$ cat config.mk
export PLATFORM = sky130hd
export DESIGN_NAME = fed_wb_ctrl
export DESIGN_NICKNAME = d
export VERILOG_FILES = /design/src/rtl/fed_wb_ctrl.sv
export SDC_FILE = /design/constraint.sdc
export NUM_CORES = 1
export LEC_CHECK = 0
export CORE_MARGIN = 5
export CORE_UTILIZATION = 57
export DETAILED_ROUTE_END_ITERATION = 12
export PLACE_DENSITY_LB_ADDON = 0.3
export REMOVE_ABC_BUFFERS = 1
export SLEW_MARGIN = 20
export SYNTH_ARGS = -nofsm -noshare
export SYNTH_HDL_FRONTEND = slang
export SYNTH_SLANG_ARGS = --single-unit
$ cat constraint.sdc
create_clock -name clk -period 4.1 [get_ports clk]
set_clock_uncertainty 0.15 [all_clocks]
set_input_delay 1.025 -clock clk [delete_from_list [all_inputs] [get_ports clk]]
set_output_delay 1.025 -clock clk [all_outputs]
set_load 0.01 [all_outputs]
$ cat src/rtl/fed_wb_ctrl.sv
// rtl/fed_wb_ctrl.sv - FFT/ENC/DENC op sequencer with writeback FIFO (optional stats: FED_WB_STATS_EN)
module fed_wb_ctrl #(
    parameter int DATA_W  = 19,
    parameter int ADDR_W  = 4,
    parameter int FFT_LAT = 4,
    parameter int DEPTH   = 4
) (
    input  logic              clk,
    input  logic              rst,
    input  logic              issue_valid,
    output logic              issue_ready,
    input  logic [2:0]        issue_op,
    input  logic [ADDR_W-1:0] issue_rd,
    output logic [2:0]        fed_sel,
    input  logic [DATA_W-1:0] fed_data,
    output logic              wb_valid,
    input  logic              wb_ready,
    output logic [ADDR_W-1:0] wb_addr,
    output logic [DATA_W-1:0] wb_data,
    output logic              busy,
    output logic              err_op
`ifdef FED_WB_STATS_EN
    ,
    output logic [7:0]        done_cnt,
    output logic [7:0]        stall_cnt
`endif
);

    localparam int PTR_W = $clog2(DEPTH);
    localparam int CNT_W = (FFT_LAT > 1) ? $clog2(FFT_LAT) : 1;
    localparam int ENT_W = ADDR_W + DATA_W;
    localparam logic [PTR_W:0] FULL = (PTR_W+1)'(DEPTH);

    localparam logic [2:0] OP_FFT  = 3'b001;
    localparam logic [2:0] OP_ENC  = 3'b100;
    localparam logic [2:0] OP_DENC = 3'b010;

    typedef enum logic {
        IDLE,
        WAIT
    } state_t;

    state_t            state;
    state_t            state_nxt;
    logic [ADDR_W-1:0] rd_q;
    logic [CNT_W-1:0]  cnt;

    logic [ENT_W-1:0]  mem [DEPTH];
    logic [PTR_W-1:0]  wr_ptr;
    logic [PTR_W-1:0]  rd_ptr;
    logic [PTR_W-1:0]  rd_ptr_nxt;
    logic [PTR_W:0]    count;
    logic [PTR_W:0]    count_nxt;
    logic [ENT_W-1:0]  push_ent;
    logic [ENT_W-1:0]  head_nxt;

    logic accept;
    logic op_legal;
    logic load;
    logic push;
    logic pop;

    assign issue_ready = (state == IDLE) && (count < FULL);
    assign accept      = issue_valid && issue_ready;
    assign op_legal    = (issue_op == OP_FFT) || (issue_op == OP_ENC) || (issue_op == OP_DENC);
    assign busy        = (state == WAIT);
    assign wb_valid    = (count != '0);
    assign pop         = wb_valid && wb_ready;
    assign push_ent    = {rd_q, fed_data};

    // State register
    always_ff @(posedge clk) begin
        if (!rst) begin
            state <= IDLE;
        end else begin
            state <= state_nxt;
        end
    end

    // Next-state: accept a legal op from IDLE, leave WAIT when the latency counter expires
    always_comb begin
        state_nxt = state;
        load      = 1'b0;
        push      = 1'b0;
        case (state)
            IDLE: begin
                if (accept && op_legal) begin
                    state_nxt = WAIT;
                    load      = 1'b1;
                end
            end
            WAIT: begin
                if (cnt == '0) begin
                    state_nxt = IDLE;
                    push      = 1'b1;
                end
            end
            default: state_nxt = IDLE;
        endcase
    end

    // Op latch, latency counter, datapath select and illegal-op pulse
    always_ff @(posedge clk) begin
        if (!rst) begin
            rd_q    <= '0;
            cnt     <= '0;
            fed_sel <= 3'b000;
            err_op  <= 1'b0;
        end else begin
            err_op <= accept && !op_legal;
            if (load) begin
                rd_q    <= issue_rd;
                fed_sel <= issue_op;
                cnt     <= (issue_op == OP_FFT) ? CNT_W'(FFT_LAT - 1) : '0;
            end else if (push) begin
                fed_sel <= 3'b000;
            end else if (state == WAIT) begin
                cnt <= cnt - 1'b1;
            end
        end
    end

    // Next pointer/count and the entry that will sit at the head after this edge
    always_comb begin
        rd_ptr_nxt = pop ? rd_ptr + 1'b1 : rd_ptr;
        count_nxt  = count + (PTR_W+1)'(push) - (PTR_W+1)'(pop);
        head_nxt   = (push && (count_nxt == (PTR_W+1)'(1))) ? push_ent : mem[rd_ptr_nxt];
    end

    // FIFO storage; entries are not cleared, the count decides validity
    always_ff @(posedge clk) begin
        if (push) begin
            mem[wr_ptr] <= push_ent;
        end
    end

    // FIFO pointers, occupancy and registered head outputs (held when the FIFO drains)
    always_ff @(posedge clk) begin
        if (!rst) begin
            wr_ptr  <= '0;
            rd_ptr  <= '0;
            count   <= '0;
            wb_addr <= '0;
            wb_data <= '0;
        end else begin
            if (push) begin
                wr_ptr <= wr_ptr + 1'b1;
            end
            rd_ptr <= rd_ptr_nxt;
            count  <= count_nxt;
            if (count_nxt != '0) begin
                {wb_addr, wb_data} <= head_nxt;
            end
        end
    end

`ifdef FED_WB_STATS_EN
    // Saturating completion and writeback-stall counters
    always_ff @(posedge clk) begin
        if (!rst) begin
            done_cnt  <= 8'd0;
            stall_cnt <= 8'd0;
        end else begin
            if (push && (done_cnt != 8'hFF)) begin
                done_cnt <= done_cnt + 8'd1;
            end
            if (wb_valid && !wb_ready && (stall_cnt != 8'hFF)) begin
                stall_cnt <= stall_cnt + 8'd1;
            end
        end
    end
`else
    // statistics counters not built
`endif

endmodule

==> metrics.md, run 1 <==
| Metric | Value |
|---|---|
| Fillers | 677 |
| Worst skew pair latency | 510 ps |
| Hold path startpoint | fed_sel[2] |
| Tot GR Track Use | 21.6% |
| Starting Density | roughly three fifths |
| RePlAce Congestion | around 0.76 |
| CTS Hold Bufs | 0 |
| Commonest non-fill, non-tap cell in the layout | edfxtp_1 |
| Post-synth EDFFs | 92 |
| Final Max Tran Viols | 0 |
| Reg2Reg Depth | 13 |
| Hold depth | 2 |
| Core ar. | between 10000 and 15000 um2 |
| Via density | ~6 |
| Unique masters post-synth | slightly above 50 |
| Die width | roughly 110 um |
| Post-synthesis cell count | between 400 and 500 |
| Routed WL per cell | between 15 and 20 um |
| Fmax | around 290 MHz |
| Hold Vio Cnt, Final | 0 |
| Vias | a little under 4000 |
| CTS tree | yes |
| Tcrit/Tclk final | a little over four fifths |
| Storage cell area | roughly 3600 um2 |
| IO Count | 60 |
| Largest net degree at the start of global routing | 42 |
| YS warnings | 0 |
| Avg Synthesized Cell Area | 13.8 um2 |
| Vias in the first global route | 4158 |
| Final HPWL DP | between 7000 and 8000 um |
| Grt ovf | 0 |
| Sequential area share after synthesis | between 50% and 60% |
| RSZ-0062 raised after global routing | false |
| Max-Slew Margin vs Limit | slightly above 40% |
| Drt pass-1 iters | 5 |
| Initial antenna violation count | 0 |
| Share of post-route cells with drive strength above 1 | between 15 and 20% |
| Final min period | approximately 3500 ps |
| Layout area overhead | 20.7% |
| Area of the die | about 13000 um2 |
| Clk sink count | 133 |
| Drt total wl | 12900 um |
| Post-CTS resize count | 0 |
| Drt drc | 0 |
| Global-route wire length before repair | 21400 um |
| Hold/Removal Path Class | reg2reg |
| Endpoint class of the critical path | flop |
| Commonest cells after routing, fill and taps aside | edfxtp_1 (92), nor2_1 (69), clkdlybuf4s50_1 (59) |
| Max-cap violations | 0 |
| Measured slew at the worst slew-check pin | approximately 880 ps |
| Pwr/cell area | 738 nW/um2 |
| Crit-path max FO | 21 |
| Final worst slack | slightly above 600 ps |
| Antenna-violating nets left | 0 |
| H-tree depth | 4 |
| Number of buffers created by CTS | 17 |
| Crit path launch | wb_ready |
| Kind of critical path | in2reg |
| CTS clk-pin slew, worst paths | about 60 ps |
| Worst Path Arrival | approximately 3800 ps |
| Multi-input combinational cell area | 2240 um2 |
| Type of origin of the critical path | input port |
| Vert. Die Dim | about 110 um |
| Post-synth ARST share | 0% |
| Buffers on Ports | 59 |
| # setup viols final | 0 |
| Iteration-0 DRC Markers | 277 |
| Maximum clock path buffer count | 2 |
| Most used DFF post-synth | edfxtp_1 |
| Root cell of the clock tree | clkbuf_8 |
| Setup TNS | 0 ps |
| #FFs+latches synth | 133 |
| # Post-CTS Setup Buffers | 0 |
| Peak VDD IR | roughly 520 uV |
| Nets | about 540 |
| Status | completed |
| Static leakage | 2.54 nW |
| FF-to-FF Start | cnt[0] |
| Ant diodes | 0 |
| Worst endpoint required time | roughly 4400 ps |
| Synth Cell Area | 6050 um2 |
| Pre-CTS setup slack | 175 ps |
| Core Rows | 37 |
-- critical path: stages --
cell,delay [ps]
clkdlybuf4s50_1,450
o31ai_4,80
inv_2,60
ha_1,270
inv_1,40
ha_1,180
fa_1,380
xnor3_1,380
a211o_2,360
nand2_1,130
buf_12,190
o22ai_1,110
nor2_1,120
-- per-stage QoR --
step           util, %  area (um2)  total power [mW]  cells  hold slack (ps)
2_1_floorplan        -        5860              3.11    408              325
3_3_place_gp      65.4        6760              3.91    618              321
3_5_place_dp      65.4        6760              4.00    618              331
4_1_cts           70.7        7300              5.42    650              347
5_1_grt           70.7        7300              5.72    650              394
6_report          70.7        7300              5.39    650              342
-- cell families after synthesis --
logic type                 Yosys count  share of synthesized area, %
AOI/OAI and AO/OA                   90                          9.02
xor gates and xnor gates             5                         0.952
adders and majority gates            8                          1.78
buffers and inverters               41                          3.75
DFF                                133                          59.3
muxes                               46                          16.5
and+or+nand+nor                    116                          8.73
-- routing by layer --
layer  track usage, %  wire (um)  up-vias
li1                 -          -     1810
met1             27.9       5080     1907
met2             36.2       6510      166
met3             5.56       1120       24
met4             6.81        215        0
met5                0          0        -
-- flip-flops by register name, indices dropped and copies added (netlist names) --
name     flops
wr_ptr       2
wb_addr      4
err_op       1
rd_q         4
wb_data     19
fed_sel      3
busy         1
count        3
mem         92
cnt          2
rd_ptr       2
-- final timing paths --
| check | to | slack, ps |
|---|---|---|
| max | wb_data[3] | 620 |
| min | fed_sel[2] | 340 |
| max reg2reg | wb_data[3] | 930 |
| min reg2reg | fed_sel[2] | 340 |
-- synthesized netlist by cell type, drive strengths merged (5+ instances only) --
cell,number,share of area [%]
nand2,10,0.62
o22ai,21,2.2
buf,16,2.0
ha,7,1.4
and2,7,0.72
edfxtp,92,46
o21ai,27,2.2
mux4,42,16
inv,10,0.62
nor2,69,4.3
nor2b,8,0.83
a21oi,26,2.2
dfxtp,41,14
clkbuf,15,1.1
and3,5,0.52
-- final cells by class --
class                   count  area share, %
multi-input cells         265           30.6
clock buffers              21           5.88
flip-flops and latches    133           49.1
well taps                 136           2.33
inverters                  10          0.514
repair buffers             74           9.98
clock inverters            11           1.53
-- where the power goes --
group	internal, mW	switching [mW]	leakage, nW	total, mW
clock	0.856	0.524	0.261	1.38
combinational	1.04	1.24	1.11	2.27
sequential	1.60	0.136	1.17	1.73
Power figures use the tool's default switching activity.
==> run 2: changes to the inputs <==
- clock period: 4.1 -> 3.35 ns (I/O delays scaled with it)
==> run 2 against run 1 <==
Net effect: utilization rose by 1.7 points; via count increased by 3.6%; die area did not move; non-clock buffer count rose by 4; sequential cell count stayed put; critical path depth stayed put; setup slack got worse by 380 ps; first-iteration DRC count up 37%; routed wire length grew 6.8%; total power rose by 33%; clock power increased by 40%.
==> metrics.md, run 2 (synthesized netlist as in run 1, its figures left out) <==
| Metric | Value |
|---|---|
| Status | completed |
| Vias in the first global route | ~4200 |
| Setup TNS | 0 ps |
| Static leakage | 2.62 nW |
| Drt total wl | between 10000 and 15000 um |
| Worst reg2reg endpoint | wb_data[16] |
| Number of buffers created by CTS | 17 |
| Die width | between 100 and 150 um |
| IO Count | 60 |
| # setup viols final | 0 |
| Final HPWL DP | 7420 um |
| Worst Path Arrival | about 3400 ps |
| Worst skew pair latency | between 500 and 600 ps |
| # placed instances | slightly above 600 |
| Type of origin of the critical path | input port |
| Final Non-Filler Cells | 654 |
| RSZ-0062 raised after global routing | false |
| Commonest cells after routing, fill and taps aside | edfxtp_1 (92), nor2_1 (69), clkdlybuf4s50_1 (59) |
| Top Registers | mem: 92 flops, wb_data: 19 flops |
| Hold Path End | fed_sel[2] |
| Commonest non-fill, non-tap cell in the layout | edfxtp_1 |
| Initial antenna violation count | 0 |
| Hold depth | 2 |
| Starting Density | about 60% |
| Max-Slew Margin vs Limit | about 58% |
| Drt drc | 0 |
| FF-to-FF Start | count[0] |
| Final Max Tran Viols | 0 |
| Kind of critical path | in2reg |
| Core ar. | slightly above 10000 um2 |
| Post-place instance area | approximately 6800 um2 |
| Largest net degree at the start of global routing | 42 |
| Hold/Removal Path Class | reg2reg |
| Tot GR Track Use | between 20% and 30% |
| CTS Hold Bufs | 0 |
| Antenna-violating nets left | 0 |
| Nets | ~540 |
| Iteration-0 DRC Markers | between 300 and 400 |
| Layout area overhead | 23.6% |
| Max-cap violations | 0 |
| Share of post-route cells with drive strength above 1 | between 10% and 20% |
| Root cell of the clock tree | clkbuf_8 |
| Fmax | ~320 MHz |
| Global-route wire length before repair | between 20000 and 25000 um |
| Largest Register | mem |
| Hold path startpoint | fed_sel[2] |
| Hold Vio Cnt, Final | 0 |
| Ant diodes | 0 |
| Peak VDD IR | ~580 uV |
| Tcrit/Tclk final | 93.1% |
| Max FFs per register | 92 |
| Final instance area | around 7500 um2 |
| Buffers on Ports | 59 |
| Clk sink count | 133 |
| CTS tree | yes |
| Vias | 4049 |
| Final min period | around 3100 ps |
| Core Rows | 37 |
| Worst endpoint required time | about 3700 ps |
| Grt ovf | 0 |
| Vert. Die Dim | around 110 um |
| Via density | ~6.2 |
| Fillers | 652 |
| Register-to-register setup slack | roughly 450 ps |
| Measured slew at the worst slew-check pin | about 630 ps |
| H-tree depth | 4 |
| Drt pass-1 iters | 6 |
| Routed WL per cell | approximately 21 um |
| Reg2Reg Depth | 12 |
| Pwr/cell area | 956 nW/um2 |
| RePlAce Congestion | about 0.77 |
| Area of the die | ~13000 um2 |
| Maximum clock path buffer count | 2 |
| Endpoint class of the critical path | flop |
| Crit-path max FO | 11 |
| CTS clk-pin slew, worst paths | approximately 60 ps |
run 2: cell count changes in the layout (fill, tap and decap cells not counted), sizes merged:
| cell | change |
|---|---|
| buf | +2 |
| bufinv | +2 |
| clkbuf | -1 |
| clkinv | -3 |
| inv | +4 |
run 2: cell type report:
| cell class | instances | area [um2] | area share, % |
|---|---|---|---|
| clock buffer | 18 | 418 | 5.59 |
| sequential | 133 | 3580 | 48.0 |
| multi-input combinational | 265 | 2260 | 30.2 |
| clock inverter | 14 | 198 | 2.65 |
| timing repair buffer | 78 | 806 | 10.8 |
| inverter | 10 | 37.5 | 0.502 |
| tap | 136 | 170 | 2.28 |
run 2: where the power goes:
part	total (mW)	switching, mW	internal, mW	leakage (nW)
registers	2.12	0.161	1.95	1.17
clock network	1.93	0.717	1.22	0.297
logic	3.09	1.67	1.42	1.15
run 2: worst max-delay path, cell delays in order:
cell and delay, ps:
clkdlybuf4s50_1 440, o31ai_4 80, inv_2 70, ha_1 290, inv_1 50, ha_1 180
fa_1 370, xnor3_1 230, a211o_4 360, nand2_4 120, buf_12 160, o22ai_1 90
nor2_1 130
run 2: worst max-delay path by stage:
stage | end | slack [ps] | startpoint
after floorplan | wb_data[0] | -1230 | count[0]
after global placement | wb_data[0] | -350 | wb_ready
after detailed placement | wb_data[1] | -440 | wb_ready
after CTS | wb_data[9] | 90 | wb_ready
after global routing | wb_data[5] | 130 | wb_ready
final | wb_data[16] | 230 | wb_ready
run 2: metal layers:
metal / up-vias / track usage, % / share of wire, %
li1: 1815 / - / -
met1: 2001 / 27.0 / 39
met2: 205 / 36.8 / 51
met3: 28 / 5.13 / 8.4
met4: 0 / 9.94 / 1.8
met5: - / 0 / 0
run 2: through the flow:
stage	hold WS (ps)	power [mW]	utilization (%)	worst slack, ps
after floorplan	325	3.80	-	-1230
after global placement	321	4.80	65.7	-347
after detailed placement	333	4.90	65.7	-442
after CTS	345	6.87	71.7	88.1
after global routing	382	7.52	72.4	134
final	344	7.14	72.4	231
run 2: timing repair:
item                                    in CTS  in global routing
setup buffers                                0                  0
hold endpoints to repair                     0                  0
gates resized for setup                      0                  6
endpoints found under the setup margin       0                 12
==> run 3: changes to the inputs <==
- PLACE_DENSITY: unset -> 0.8
- PLACE_DENSITY_LB_ADDON: 0.3 -> unset
==> run 3 against run 2 <==
Net effect: clock power fell by 8%; worst hold slack worse by 6.4 ps; largest power group unchanged; maximum frequency rose by 1.3%; final cell count is 0.15% lower; global-route usage is 0.051 points lower; routed wire length is 6.1% lower; register-to-register slack worse by 80 ps.
==> metrics.md, run 3 (synthesized netlist as in run 1, its figures left out) <==
| Metric | Value |
|---|---|
| Status | completed |
| Layout area overhead | 21.7% |
| Drt drc | 0 |
| Ant diodes | 0 |
| Crit-path max FO | 8 |
| Register-to-register setup slack | around 370 ps |
| Final HPWL DP | approximately 7800 um |
| Worst Setup EP | wb_addr[3] |
| Sw Ratio | between 30% and 40% |
| Hold/Removal Path Class | reg2reg |
| Grt ovf | 0 |
| Die width | roughly 110 um |
| Core Rows | 37 |
| Vias in the first global route | approximately 4200 |
| Maximum clock path buffer count | 2 |
| Fmax | roughly 320 MHz |
| Max FFs per register | between 90 and 100 |
| IO Count | 60 |
| Drt total wl | 13000 um |
| Starting Density | between 50% and 60% |
| Kind of critical path | in2reg |
| Tcrit/Tclk final | about nine tenths |
| Area of the die | between 10000 and 15000 um2 |
| Combinational power share | between 40% and 50% |
| Drt pass-1 iters | 7 |
| Net Sw Power | 2.36 mW |
| Multi-input combinational cell area | 2240 um2 |
| Final Max Tran Viols | 0 |
| RePlAce Congestion | approximately 0.76 |
| Post-place instance area | 6780 um2 |
| Measured slew at the worst slew-check pin | just over 800 ps |
| Crit path launch | wb_ready |
| Clk sink count | 133 |
| RSZ-0062 raised after global routing | false |
| Routed WL per cell | approximately 20 um |
| Global-route wire length before repair | 21300 um |
| Commonest cells after routing, fill and taps aside | edfxtp_1 (92), nor2_1 (69), clkdlybuf4s50_1 (59) |
| H-tree depth | 4 |
| Type of origin of the critical path | input port |
| Pwr/cell area | 903 nW/um2 |
| Hold Vio Cnt, Final | 0 |
| CTS tree | yes |
| Reg2Reg Depth | 13 |
| Largest Register | mem |
| Pre-CTS setup slack | -440 ps |
| Initial antenna violation count | 0 |
| Nets | roughly 540 |
| CTS Hold Bufs | 0 |
| Static leakage | between 2 and 3 nW |
| Worst skew pair latency | 520 ps |
| Final min period | 3080 ps |
| Core ar. | a little over 10000 um2 |
| Max-Slew Margin vs Limit | 45.4% |
| Final instance area | about 7400 um2 |
| Worst endpoint required time | 3650 ps |
| Top Registers | mem: 92 flops, wb_data: 19 flops |
| Largest net degree at the start of global routing | 42 |
| Vert. Die Dim | 113 um |
| CTS clk-pin slew, worst paths | 60 ps |
| Final worst slack | approximately 270 ps |
| Seq pwr share | 31.8% |
| Fillers | around 660 |
| # setup viols final | 0 |
| Share of post-route cells with drive strength above 1 | between 10% and 20% |
| Peak VDD IR | 641 uV |
| Worst Path Arrival | approximately 3400 ps |
| Iteration-0 DRC Markers | 337 |
| FF-to-FF Start | cnt[0] |
| Clock network power share | between 20% and 30% |
| Storage cell area | approximately 3600 um2 |
| Via density | between 6 and 7 |
| Commonest non-fill, non-tap cell in the layout | edfxtp_1 |
| Max-cap violations | 0 |
| Endpoint class of the critical path | flop |
| Vias | ~4000 |
| Power Internal | 4.28 mW |
| Antenna-violating nets left | 0 |
| Worst reg2reg endpoint | wb_addr[3] |
| Number of buffers created by CTS | 17 |
| Tot GR Track Use | roughly 22% |
| Root cell of the clock tree | clkbuf_8 |
| Buffers on Ports | 59 |
run 3: power groups by stage:
stage	sequential (mW)	clock (mW)	combinational [mW]
after detailed placement	2.14	0	2.70
final	2.11	1.77	2.76
after CTS	2.11	1.80	2.71
after global placement	2.12	0	2.62
after floorplan	2.18	0	1.62
after global routing	2.13	1.88	3.03
run 3: what timing repair did:
action	4_1_cts	5_1_grt
setup buffers	0	0
setup endpoints to repair	0	12
resized for setup	0	2
run 3: worst min path at each step:
| stage | startpoint | endpoint | slack, ps | depth (start not counted) |
|---|---|---|---|---|
| 2_1_floorplan | cnt[1] | cnt[1] | 320 | 2 |
| 3_3_place_gp | fed_sel[2] | fed_sel[2] | 320 | 2 |
| 3_5_place_dp | fed_sel[2] | fed_sel[2] | 330 | 2 |
| 4_1_cts | fed_sel[2] | fed_sel[2] | 340 | 2 |
| 5_1_grt | fed_sel[2] | fed_sel[2] | 380 | 2 |
| 6_report | fed_sel[2] | fed_sel[2] | 340 | 2 |
run 3: per-stage QoR:
stage	hold slack (ps)	utilization (%)	setup TNS [ps]	power, mW	instances
final	338	71.3	0	6.64	653
after global routing	379	71.3	0	7.05	653
after CTS	343	71.2	0	6.62	653
after detailed placement	331	65.7	-8940	4.84	621
after global placement	324	65.7	-7850	4.74	621
after floorplan	325	-	-26360	3.80	408
run 3: final cells by class:
type	instances	share of cell area (%)
clock buffers	19	5.73
clock inverters	13	2.04
inverters	10	0.510
multi-input cells	265	30.4
flip-flops and latches	133	48.7
well taps	136	2.31
repair buffers	77	10.3
run 3: routing by layer:
layer	GRT usage, %	share of wire, %
met1	27.2	39
met4	7.77	1.7
met2	35.8	50
met5	0	0
met3	7.49	9.1
run 3: critical path: stages:
cell	delay, ps
clkdlybuf4s50_1	450
o31ai_4	80
inv_2	60
ha_1	270
inv_1	40
ha_1	180
fa_1	370
xnor3_1	220
a211o_2	360
nand2b_1	140
buf_4	200
o22ai_1	80
nor2_1	100
==> edit 1 (config.mk and constraints of run 2) <==
Build with the macro `FED_WB_STATS_EN` defined.
--- a/src/rtl/fed_wb_ctrl.sv
+++ b/src/rtl/fed_wb_ctrl.sv
@@ -1,4 +1,6 @@
 // rtl/fed_wb_ctrl.sv - FFT/ENC/DENC op sequencer with writeback FIFO (optional stats: FED_WB_STATS_EN)
+`define FED_WB_STATS_EN
+
 module fed_wb_ctrl #(
     parameter int DATA_W  = 19,
     parameter int ADDR_W  = 4,
Function (old outputs only; new: done_cnt and stall_cnt): kept (equiv_simple and equiv_induct, registers matched by name and starting in step).
==> edit 1 against run 2 <==
Die area is 17% higher. Area after synthesis up 19%. Routed wire length grew 32%. Critical path type unchanged. Cell area rose by 17%. Total power is 3.8% lower. Sequential cell count grew 16. Count of clock-buffer cells in the layout up 4. Highest routed layer unchanged. Setup slack improved by 31 ps. Utilization down 2.2 points. Sequential share of layout area fell by 3.3 points.
==> edit 1: results (changes against run 2) <==
| Metric | Value |
|---|---|
| Ant diodes | 0 (unchanged) |
| Clk_lat worst skew | 420 ps (-100 ps) |
| Initial DRC count | 609 (+61%) |
| Vias in the first global route | 5830 (+38%) |
| IO Port Bufs | 75 (+27%) |
| Mux contribution to synthesized area | 3.90% (-13 points) |
| DP Cell Count | 901 (+45%) |
| Worst-path maximum fanout | 22 (+11) |
| H-tree Lvls | 4 (unchanged) |
| Drt first pass iters | 5 (-1) |
| Vias after detailed routing | 5898 (+46%) |
| WL per Instance | 19.5 um (-7.7%) |
| Fill count | 878 (+35%) |
| Overall routed net length | 18.2 mm (+32%) |
| Register area share after synthesis | 54.4% (-4.9 points) |
| Worst slew margin | 33.5% (-25 points) |
| Share of the synthesized area in the top cell type | 38.5% (-7.2 points) |
| Initial antenna violation count | 0 (unchanged) |
| Synth cell types | 50 (-2.0%) |
| First-pass GRT wire length | 28.8 mm (+34%) |
| Syn Inst Count | 683 (+56%) |
| Largest registers | mem x92, wb_data x19 |
| Fraction of layout cells with a size suffix above 1 | 8.02% (-11 points) |
| # nets final | 788 (+45%) |
| VDD IR max | 0.000603 V (+4.2%) |
| Status | complete, no violations |
| Arr. time, crit path | 3250 ps (-170 ps) |
| Root buf cell | clkbuf_16 |
| Final HPWL DP | 11.1 mm (+50%) |
| Hold Startpoint | cnt[1]$_SDFFE_PN0P_ |
| Tot GR Track Use | 24.7% (+2.8 points) |
| LEAKAGE | 3.10 nW (+18%) |
| Synth Area in Adders | 1.85% (+0.068 points) |
| R2r startpoint | cnt[0]$_SDFFE_PN0P_ |
| XOR/XNOR Fraction of Synth Area | 1.19% (+0.23 points) |
| Max stage delay on crit path | 470 ps (+30 ps) |
| Switching Share | 34.7% (-0.99 points) |
| Compound-Gate Fraction of Synth Area | 15.8% (+6.8 points) |
| Final RePlAce weighted congestion | 0.846 (+9.4%) |
| Top post-synthesis cells by count | 102 x nor2_1, 92 x edfxtp_1, 61 x a21oi_1, 57 x dfxtp_1, 40 x clkbuf_1 |
| Largest net degree at the start of global routing | 90 (+110%) |
| Top cells by area, synth | edfxtp_1 38%, dfxtp_1 16%, nor2_1 5.3% |
-- edit 1: power groups by stage --
stage | clock, mW | combinational (mW) | sequential, mW
after floorplan | 0 | 1.39 | 2.44
after global placement | 0 | 2.41 | 2.40
after detailed placement | 0 | 2.53 | 2.40
after CTS | 1.94 | 2.56 | 2.37
after global routing | 2.03 | 2.78 | 2.40
final | 1.92 | 2.57 | 2.38
-- edit 1: path summary, 6_finish.rpt --
kind	endpoint	slack (ps)	cells past startpoint
setup / recovery	wb_data[8]$_SDFFE_PN0P_	260	12
hold reg to reg	cnt[1]$_SDFFE_PN0P_	330	2
hold / removal	cnt[1]$_SDFFE_PN0P_	330	2
setup reg to reg	wb_data[8]$_SDFFE_PN0P_	400	13
-- edit 1: through the flow --
| stage | hold slack, ps | instance area, um2 | worst slack, ps | setup TNS, ps | power, mW |
|---|---|---|---|---|---|
| after floorplan | 292 | 6920 | -774 | -18020 | 3.83 |
| after global placement | 305 | 8160 | -33.6 | -583 | 4.80 |
| after detailed placement | 320 | 8160 | -192 | -2960 | 4.94 |
| after CTS | 329 | 8750 | 266 | 0 | 6.87 |
| after global routing | 362 | 8750 | 159 | 0 | 7.21 |
| final | 330 | 8750 | 262 | 0 | 6.87 |
-- edit 1: cell families after synthesis --
kind of cell	Yosys count
fa+ha+maj	10
mux	28
flops	149
xor+xnor	8
buf+inv	70
compound gates	159
simple gates	259
-- edit 1: per-layer routing --
metal / vias up / wire length [um] / GRT usage (%)
met3: 48 / 1420 / 5.44
met5: - / 0 / 0
met4: 0 / 463 / 10.1
li1: 2715 / - / -
met1: 2845 / 7210 / 30.4
met2: 290 / 9090 / 42.4
-- edit 1: layout make-up --
class	instances	area share (%)
inverter	14	0.600
tap	172	2.46
clock inverter	10	1.49
multi-input combinational	464	33.9
clock buffer	22	5.30
sequential	149	44.6
timing repair buffer	102	11.6
-- edit 1: tightest hold or removal path: cells and delay by family, from the launching register on --
family	cells	cell delay [ps]
buffers and inverters	1	70
flip-flops	1	290
AO/OA/AOI/OAI	1	60
==> edit 2 (settings of run 2) <==
Made on the original files. Register the output `err_op` once more, cleared by the reset; this adds one clock of latency there. The other outputs are not delayed to match.
--- a/src/rtl/fed_wb_ctrl.sv
+++ b/src/rtl/fed_wb_ctrl.sv
@@ -39,6 +39,8 @@
         IDLE,
         WAIT
     } state_t;
+
+    logic err_op_s0;
 
     state_t            state;
     state_t            state_nxt;
@@ -105,9 +107,9 @@
             rd_q    <= '0;
             cnt     <= '0;
             fed_sel <= 3'b000;
-            err_op  <= 1'b0;
+            err_op_s0 <= 1'b0;
         end else begin
-            err_op <= accept && !op_legal;
+            err_op_s0 <= accept && !op_legal;
             if (load) begin
                 rd_q    <= issue_rd;
                 fed_sel <= issue_op;
@@ -173,5 +175,13 @@
     // statistics counters not built
 `endif
 
+    always_ff @(posedge clk) begin
+        if (!rst) begin
+            err_op <= '0;
+        end else begin
+            err_op <= err_op_s0;
+        end
+    end
+
 endmodule
 
Behaviour: not the same (a bounded check fails within 4 cycles, from zero or initial values and one cycle with rst low).
==> edit 2 against run 2 <==
Combinational power is 8.7% lower. First-iteration DRC count up 5.3%. Setup slack got worse by 22 ps. Routed wire length fell by 3.3%. Cell area increased by 0.60%. Sequential cell count grew 1. Area after synthesis is 0.46% higher. Total power decreased by 0.20%. Critical path type unchanged.
==> edit 2: results (changes against run 2) <==
| Metric | Value |
|---|---|
| Status | complete, no violations |
| Ant diodes | 0 (unchanged) |
| Largest net degree at the start of global routing | 43 (+2.4%) |
| Drt first pass iters | 6 (unchanged) |
| Synth cell types | 51 (unchanged) |
| CTS max path bufs | 2 (unchanged) |
| Pre-CTS WS | -454 ps (-11.4 ps) |
| Arr. time, crit path | 3440 ps (+20 ps) |
| Hold Path Class | reg2reg |
| Vias after detailed routing | 4026 (-0.57%) |
| EDFF count, synth | 92 (unchanged) |
| Largest area contributor in the netlist | edfxtp_1 |
| CP max stage cell | clkdlybuf4s50_1 |
| Initial antenna violation count | 0 (unchanged) |
| Fraction of layout cells with a size suffix above 1 | 17.9% (-0.81 points) |
| Synth warn | 0 (unchanged) |
| # nets final | 544 (+0.18%) |
| Overall routed net length | 13.4 mm (-3.3%) |
| Final HPWL DP | 7.65 mm (+3.0%) |
| Register area share after synthesis | 59.3% (+0.061 points) |
| H-tree Lvls | 4 (unchanged) |
| Tot GR Track Use | 22.2% (+0.32 points) |
| Fill count | 648 (-0.61%) |
| First-pass GRT wire length | 21.6 mm (+0.61%) |
| VDD IR max | 0.000627 V (+8.5%) |
| LEAKAGE | 2.64 nW (+0.84%) |
| Worst-path maximum fanout | 10 (-1) |
| Top post-synthesis cells by count | 92 x edfxtp_1, 69 x nor2_1, 42 x dfxtp_1, 39 x mux4_2, 27 x o21ai_0 |
| Top-count cell post-synth | edfxtp_1 |
| Setup bufs post-CTS | 0 (unchanged) |
| Max stage delay on crit path | 450 ps |
| Clk_lat worst skew | 520 ps (about the same) |
| Post-CTS Resized | 0 (unchanged) |
| Via-per-instance ratio | 6.15 (-0.72%) |
| Vias in the first global route | 4176 (-1.5%) |
| Asr flop ratio synth | 0% (unchanged) |
| Clock Pin Slew Worst Setup and Hold Paths | 60 ps (about the same) |
| Final RePlAce weighted congestion | 0.734 (-5.1%) |
| Worst-Margin Slew | 623 ps (-2.60 ps) |
| Clock buffer count from CTS | 17 (unchanged) |
| Initial DRC count | 399 (+5.3%) |
| Root buf cell | clkbuf_8 |
| IO Port Bufs | 59 (unchanged) |
| DP Cell Count | 623 (+0.48%) |
| Top cells by area, synth | edfxtp_1 45%, mux4_2 14%, dfxtp_1 14% |
| Synth Area per Inst | 13.8 um2 (about the same) |
| Largest registers | mem x92, wb_data x19 |
==> edit 2: changes by cell type in the layout (fill, tap and decap cells not counted), moves of 2 or more <==
cell / before / now
clkbuf_16: 18 / 16
buf_4: 14 / 12
bufinv_16: 4 / 8
buf_6: 0 / 4
inv_6: 4 / 1
==> edit 2: routing by layer <==
layer	share of wire [%]	routed length [um]	GRT usage, %
met1	39	5220	27.9
met5	0	0	0
met4	2.1	275	8.97
met2	51	6850	37.0
met3	7.5	1010	5.67
==> edit 2: kinds of logic after synthesis <==
family / count (synthesis) / synth area share [%]
simple gates: 117 / 8.80
flops: 134 / 59.3
buf+inv: 41 / 3.75
mux: 46 / 16.4
xor+xnor: 5 / 0.948
compound gates: 90 / 8.98
fa+ha+maj: 8 / 1.77
==> edit 2: area by class of cell <==
class / instances / area [um2] / area share, %
clock buffers: 18 / 418 / 5.56
clock inverters: 14 / 279 / 3.71
inverters: 10 / 37.5 / 0.499
multi-input cells: 266 / 2240 / 29.8
flip-flops and latches: 134 / 3600 / 48.0
well taps: 136 / 170 / 2.26
repair buffers: 77 / 766 / 10.2
==> edit 2: path summary, 6_finish.rpt <==
kind	cells past startpoint	endpoint	from	slack [ps]
setup / recovery	13	wb_addr[2]$_SDFFE_PN0P_	wb_ready	210
hold / removal	1	err_op$_SDFF_PN0_	err_op_s0$_SDFF_PN0_	320
setup reg to reg	12	wb_addr[2]$_SDFFE_PN0P_	count[1]$_SDFF_PN0_	430
hold reg to reg	1	err_op$_SDFF_PN0_	err_op_s0$_SDFF_PN0_	320
==> edit 2: metrics by stage <==
stage	setup TNS [ps]	hold WS [ps]	utilization [%]	cell area [um2]
2_1_floorplan	-26360	262	-	5880
3_3_place_gp	-7720	273	65.6	6810
3_5_place_dp	-9690	287	65.6	6810
4_1_cts	0	328	72.3	7500
5_1_grt	0	341	72.5	7520
6_report	0	321	72.5	7520
==> edit 2: worst max-delay path: cells and delay by family <==
kind	cells	cell delay (ps)
adder cells (fa/ha/maj)	3	850
buffers and inverters	4	720
AO/OA/AOI/OAI	3	550
AND/OR/NAND/NOR	2	240
XOR/XNOR	1	230
==> edit 2: report_power, final <==
group | internal (mW) | switching [mW]
Combinational | 1.28 | 1.55
Sequential | 1.97 | 0.158
Clock | 1.51 | 0.672
Total | 4.75 | 2.38
